[config.mk]
export PLATFORM = sky130hd
export DESIGN_NAME = z16_boot_loader
export DESIGN_NICKNAME = d
export VERILOG_FILES = /design/src/rtl/z16_boot_pkg.sv /design/src/rtl/z16_boot_loader.sv
export SDC_FILE = /design/constraint.sdc
export NUM_CORES = 1
export LEC_CHECK = 0
export CAP_MARGIN = 0
export CORE_MARGIN = 2
export CORE_UTILIZATION = 45
export CTS_CLUSTER_SIZE = 28
export DETAILED_ROUTE_END_ITERATION = 10
export GPL_TIMING_DRIVEN = 0
export PLACE_DENSITY = 0.7
export SETUP_SLACK_MARGIN = 0.3
export SYNTH_ARGS = -nofsm -noshare
export SYNTH_HDL_FRONTEND = slang
export SYNTH_SLANG_ARGS = --single-unit
[constraint.sdc]
create_clock -name i_clk -period 3.6 [get_ports i_clk]
set_clock_uncertainty 0.1 [all_clocks]
set_input_delay 0.72 -clock i_clk [delete_from_list [all_inputs] [get_ports i_clk]]
set_output_delay 0.72 -clock i_clk [all_outputs]
set_load 0.01 [all_outputs]
[src/rtl/z16_boot_pkg.sv]
// Shared types for the Z16 boot loader: FSM state encoding,
// default frame sync marker and byte-pair word assembly.
package z16_boot_pkg;

  typedef enum logic [2:0] {
    SYNC,
    LEN_LO,
    LEN_HI,
    DATA_LO,
    DATA_HI,
    CSUM,
    DONE,
    ERR
  } boot_state_t;

  localparam logic [7:0] SYNC_BYTE_DEF = 8'hA5;

  // Image bytes arrive little-endian: low byte first.
  function automatic logic [15:0] mk_word(
    input logic [7:0] hi,
    input logic [7:0] lo
  );
    return {hi, lo};
  endfunction

endpackage

[src/rtl/z16_boot_loader.sv]
// Z16 boot loader: receives a framed image over a valid/ready byte
// stream and writes 16-bit words to instruction memory from 0x0000,
// holding the core in reset until the image is loaded.
// Ports: i_clk/i_rst (sync, active-high), i_rx_data/i_rx_valid/
// o_rx_ready byte input, o_imem_waddr/o_imem_wdata/o_imem_wen write
// port, o_cpu_rst core reset, o_busy/o_done/o_err status.
// Frame: SYNC_BYTE, len lo, len hi, len x (lo, hi) [, xor checksum].
// Optional: define Z16_BOOT_CHECKSUM_EN to require the trailing
// XOR checksum byte before the core is released.
module z16_boot_loader
  import z16_boot_pkg::*;
#(
  parameter int         IMEM_WORDS = 256,
  parameter logic [7:0] SYNC_BYTE  = SYNC_BYTE_DEF
) (
  input  logic        i_clk,
  input  logic        i_rst,
  input  logic [7:0]  i_rx_data,
  input  logic        i_rx_valid,
  output logic        o_rx_ready,
  output logic [15:0] o_imem_waddr,
  output logic [15:0] o_imem_wdata,
  output logic        o_imem_wen,
  output logic        o_cpu_rst,
  output logic        o_busy,
  output logic        o_done,
  output logic        o_err
);

  localparam logic [15:0] MAX_LEN = 16'(IMEM_WORDS);

  boot_state_t state;
  logic [15:0] len;
  logic [15:0] cnt;
  logic [7:0]  lo_byte;
`ifdef Z16_BOOT_CHECKSUM_EN
  logic [7:0]  csum;
`endif

  logic        acc;
  logic [15:0] len_full;
  logic [15:0] cnt_nxt;

  assign o_rx_ready = (state != DONE) && (state != ERR);
  assign o_busy     = (state != SYNC) && o_rx_ready;
  assign acc        = i_rx_valid && o_rx_ready;
  assign len_full   = {i_rx_data, len[7:0]};
  assign cnt_nxt    = cnt + 16'd1;

  always_ff @(posedge i_clk) begin
    if (i_rst) begin
      state        <= SYNC;
      len          <= '0;
      cnt          <= '0;
      lo_byte      <= '0;
      o_imem_wen   <= 1'b0;
      o_imem_waddr <= '0;
      o_imem_wdata <= '0;
      o_cpu_rst    <= 1'b1;
      o_done       <= 1'b0;
      o_err        <= 1'b0;
`ifdef Z16_BOOT_CHECKSUM_EN
      csum         <= '0;
`endif
    end else begin
      o_imem_wen <= 1'b0;
      // Release one cycle after done so the last write lands first.
      if (o_done) o_cpu_rst <= 1'b0;
      if (acc) begin
        unique case (state)
          SYNC: begin
            if (i_rx_data == SYNC_BYTE) state <= LEN_LO;
          end
          LEN_LO: begin
            len[7:0] <= i_rx_data;
            state    <= LEN_HI;
          end
          LEN_HI: begin
            len[15:8] <= i_rx_data;
            cnt       <= '0;
`ifdef Z16_BOOT_CHECKSUM_EN
            csum      <= '0;
`endif
            if (len_full > MAX_LEN) begin
              state <= ERR;
              o_err <= 1'b1;
            end else if (len_full == 16'd0) begin
`ifdef Z16_BOOT_CHECKSUM_EN
              state  <= CSUM;
`else
              state  <= DONE;
              o_done <= 1'b1;
`endif
            end else begin
              state <= DATA_LO;
            end
          end
          DATA_LO: begin
            lo_byte <= i_rx_data;
`ifdef Z16_BOOT_CHECKSUM_EN
            csum    <= csum ^ i_rx_data;
`endif
            state   <= DATA_HI;
          end
          DATA_HI: begin
            o_imem_wen   <= 1'b1;
            o_imem_wdata <= mk_word(i_rx_data, lo_byte);
            o_imem_waddr <= {cnt[14:0], 1'b0};
            cnt          <= cnt_nxt;
`ifdef Z16_BOOT_CHECKSUM_EN
            csum         <= csum ^ i_rx_data;
`endif
            if (cnt_nxt == len) begin
`ifdef Z16_BOOT_CHECKSUM_EN
              state  <= CSUM;
`else
              state  <= DONE;
              o_done <= 1'b1;
`endif
            end else begin
              state <= DATA_LO;
            end
          end
          CSUM: begin
`ifdef Z16_BOOT_CHECKSUM_EN
            if (i_rx_data == csum) begin
              state  <= DONE;
              o_done <= 1'b1;
            end else begin
              state <= ERR;
              o_err <= 1'b1;
            end
`else
            state <= ERR;
            o_err <= 1'b1;
`endif
          end
          default: ;
        endcase
      end
    end
  end

endmodule

==> impl_metrics.yaml <==
outcome:
  outcome: "finished, final reports clean"
pwr:
  peakVddDrop_v: 0.0002579
  intPower_w: 0.001206
  p_seq_frac: 0.541
  pwr-share-clk: 0.429
  finalPower_w: 0.001594
  p_leak_nw: 1.459
  p_switching_w: 0.0003880
  p_per_area_nw_per_um2: 355.5
  netSwitchingFraction: 0.2434
  power_frac_comb: 0.030
setup_path:
  reg2reg_to: "o_done$_SDFFE_PP0P_"
  startpoint: "state[1]$_SDFFE_PP0P_"
  cp_data_arrival_time_ns: 2.19
  crit_path_max_fanout: 10
  reg2reg_slack_ns: 1.05
  ff2ff_path_depth: 8
  r2r_start: "cnt[1]$_SDFFE_PP0P_"
  worstSetupPathType: "reg -> out"
  cp.required_ns: 2.78
  cp-end-kind: "output port"
  startpoint_type: "flop"
synthesis:
  synth_edf_count: 0
  yosysSeqAreaShare: 0.4232
  synthArstFlopShare: 0
  synth-seq-cells: 78
  syn_nets: 484
  yosys_warnings: 0
  syn_area_um2: 3690
  synth_area_per_cell_um2: 7.817
  synth_cell_types: 55
  synth_ff_type: "dfxtp_1"
  syn_inst: 472
grt:
  grt_usage: 0.2262
  gr-total-overflow: 0
  grt_pass1_vias: 3185
  grt_pass1_wl_um: 15700
  antenna_found_initial: 0
  grt_start_max_net_pins: 16
timing:
  hold_violations: 0
  fin_setup_tns_ns: 0
  min_period_ns: 3.010
  rsz0062_at_grt: "false"
  setup_viol: 0
  min_period_over_period: 0.8361
  clock.fmax_mhz: 332.2
  worst_slew_pin_slew_ns: 0.6304
  final_max_slew_viol_count: 0
  slew_headroom: 0.5797
  hold_slack_ns: 0.3567
route:
  vias: 3428
  drt_iter0_drc: 230
  drc: 0
  postRouteWirelength_um: 9535
  avgViaCountPerCell: 5.365
  first_pass_iters: 5
  detail_route.wl_per_cell_um: 14.92
  ant_nets: 0
floorplanning:
  num_io_pins: 49
  dieArea_um2: 8940
  start_util: 0.4559
  die_h_um: 94.55
  std_cell_rows: 33
  die_w_um: 94.55
  fp.coreArea_um2: 8093
finish:
  area_delta_synth_final_pct: 21.53
  num-fill-cells: 818
  drive_gt1_frac: 0.07865
  layout_commonest_cell: "nand2_1"
  num_antenna_cells: 0
  multiInputGateArea_um2: 1926
  final_cell_mix: "nand2_1 (129), dfxtp_1 (78), a21oi_1 (67), clkdlybuf4s50_1 (46), clkbuf_1 (27)"
  nets: 541
  seqCellArea_um2: 1562
clock_network:
  cts_buffers: 9
  numClockSinks: 78
  clk_pin_slew_worst_paths_ns: 0.09
  cts_setup_buffers: 0
  clk_latency_ns: 0.37
  cts_hold_buf: 0
  clockRootBuffer: "clkbuf_8"
  cts_tree: "done"
  htree_levels: 3
  clockBufferDepth: 2
  ctsResizeCount: 0
run:
  maxCapViolCount: 0
placement:
  gp_congestion: 0.8344
  port_buffers: 46
  dp_hpwl_um: 6784
min_path:
  hp-class: "reg -> reg"
  hp-start: "o_imem_waddr[7]$_SDFFE_PP0P_"
  min_to: "o_imem_waddr[7]$_SDFFE_PP0P_"
  hold_depth: 2
==> how the worst max path moves through the flow <==
stage                                       end
after floorplan           state[2]$_SDFFE_PP0P_
after global placement    state[2]$_SDFFE_PP0P_
after detailed placement  state[2]$_SDFFE_PP0P_
after CTS                                o_busy
after global routing                     o_busy
final                                    o_busy
==> flip-flops by register name, indices dropped and copies added, names as in the netlist <==
register,flops
cnt,16
len,16
o_imem_wdata,16
o_imem_waddr,15
lo_byte,8
state,3
o_cpu_rst,1
o_done,1
o_err,1
o_imem_wen,1
==> stage by stage <==
| step | area [um^2] | utilization | setup slack (ns) | cells |
|---|---|---|---|---|
| detailed placement | 4282 | 0.5291 | 0.4818 | 623 |
| global placement | 4282 | 0.5291 | 0.4767 | 623 |
| CTS | 4484 | 0.5541 | 0.6180 | 639 |
| floorplan | 3690 | - | 1.124 | 472 |
| global route | 4484 | 0.5541 | 0.4551 | 639 |
| finish | 4484 | 0.5541 | 0.5902 | 639 |
==> per-layer routing <==
layer  track usage  wire length, um
met1        0.3090             4399
met3       0.05108              566
met5             0                0
met4       0.07729              153
met2        0.3536             4416
==> area by class of cell <==
type / count / share of cell area
multi-input combinational: 352 / 0.4294
timing repair buffer: 46 / 0.1027
inverter: 4 / 0.003348
buffer: 38 / 0.04185
clock buffer: 9 / 0.02762
tap: 105 / 0.02930
clock inverter: 7 / 0.01758
sequential: 78 / 0.3482
==> power by group through the flow <==
stage	Sequential (W)	Clock (W)	Combinational (W)
CTS	0.000862	0.000698	0.0000475
finish	0.000862	0.000684	0.0000480
global placement	0.000883	0	0.0000474
global route	0.000862	0.000739	0.0000518
detailed placement	0.000883	0	0.0000472
floorplan	0.000882	0	0.0000205
==> critical path: stages (launching register included) <==
cell and delay, ns:
dfxtp_1 0.31, clkbuf_1 0.35, clkbuf_1 0.37, nor3_1 0.10, a21oi_1 0.14, clkdlybuf4s50_1 0.55
==> cell families (layout without fill, tap and decap cells) <==
group	count (synthesis)	in the layout	synth area share
simple gates	210	210	0.2703
buf+inv	42	104	0.05493
other cells	1	1	0.001016
flops	78	78	0.4232
mux	2	2	0.005426
compound gates	115	115	0.1831
fa+ha+maj	1	1	0.003390
xor+xnor	23	23	0.05866
==> cell usage after synthesis (all sizes together) (5+ instances only) <==
| cell | n | area (um^2) |
|---|---|---|
| a21oi | 67 | 335.3 |
| and3 | 5 | 31.28 |
| buf | 10 | 81.33 |
| clkbuf | 28 | 106.4 |
| dfxtp | 78 | 1562 |
| nand2 | 129 | 484.2 |
| nand3 | 8 | 62.56 |
| nand4 | 10 | 75.07 |
| nor2 | 21 | 78.83 |
| nor3 | 7 | 40.04 |
| nor4 | 5 | 43.79 |
| o21ai | 24 | 120.1 |
| xnor2 | 16 | 140.1 |
| xor2 | 6 | 52.55 |
No activity file was read; power rests on OpenSTA's default activity.
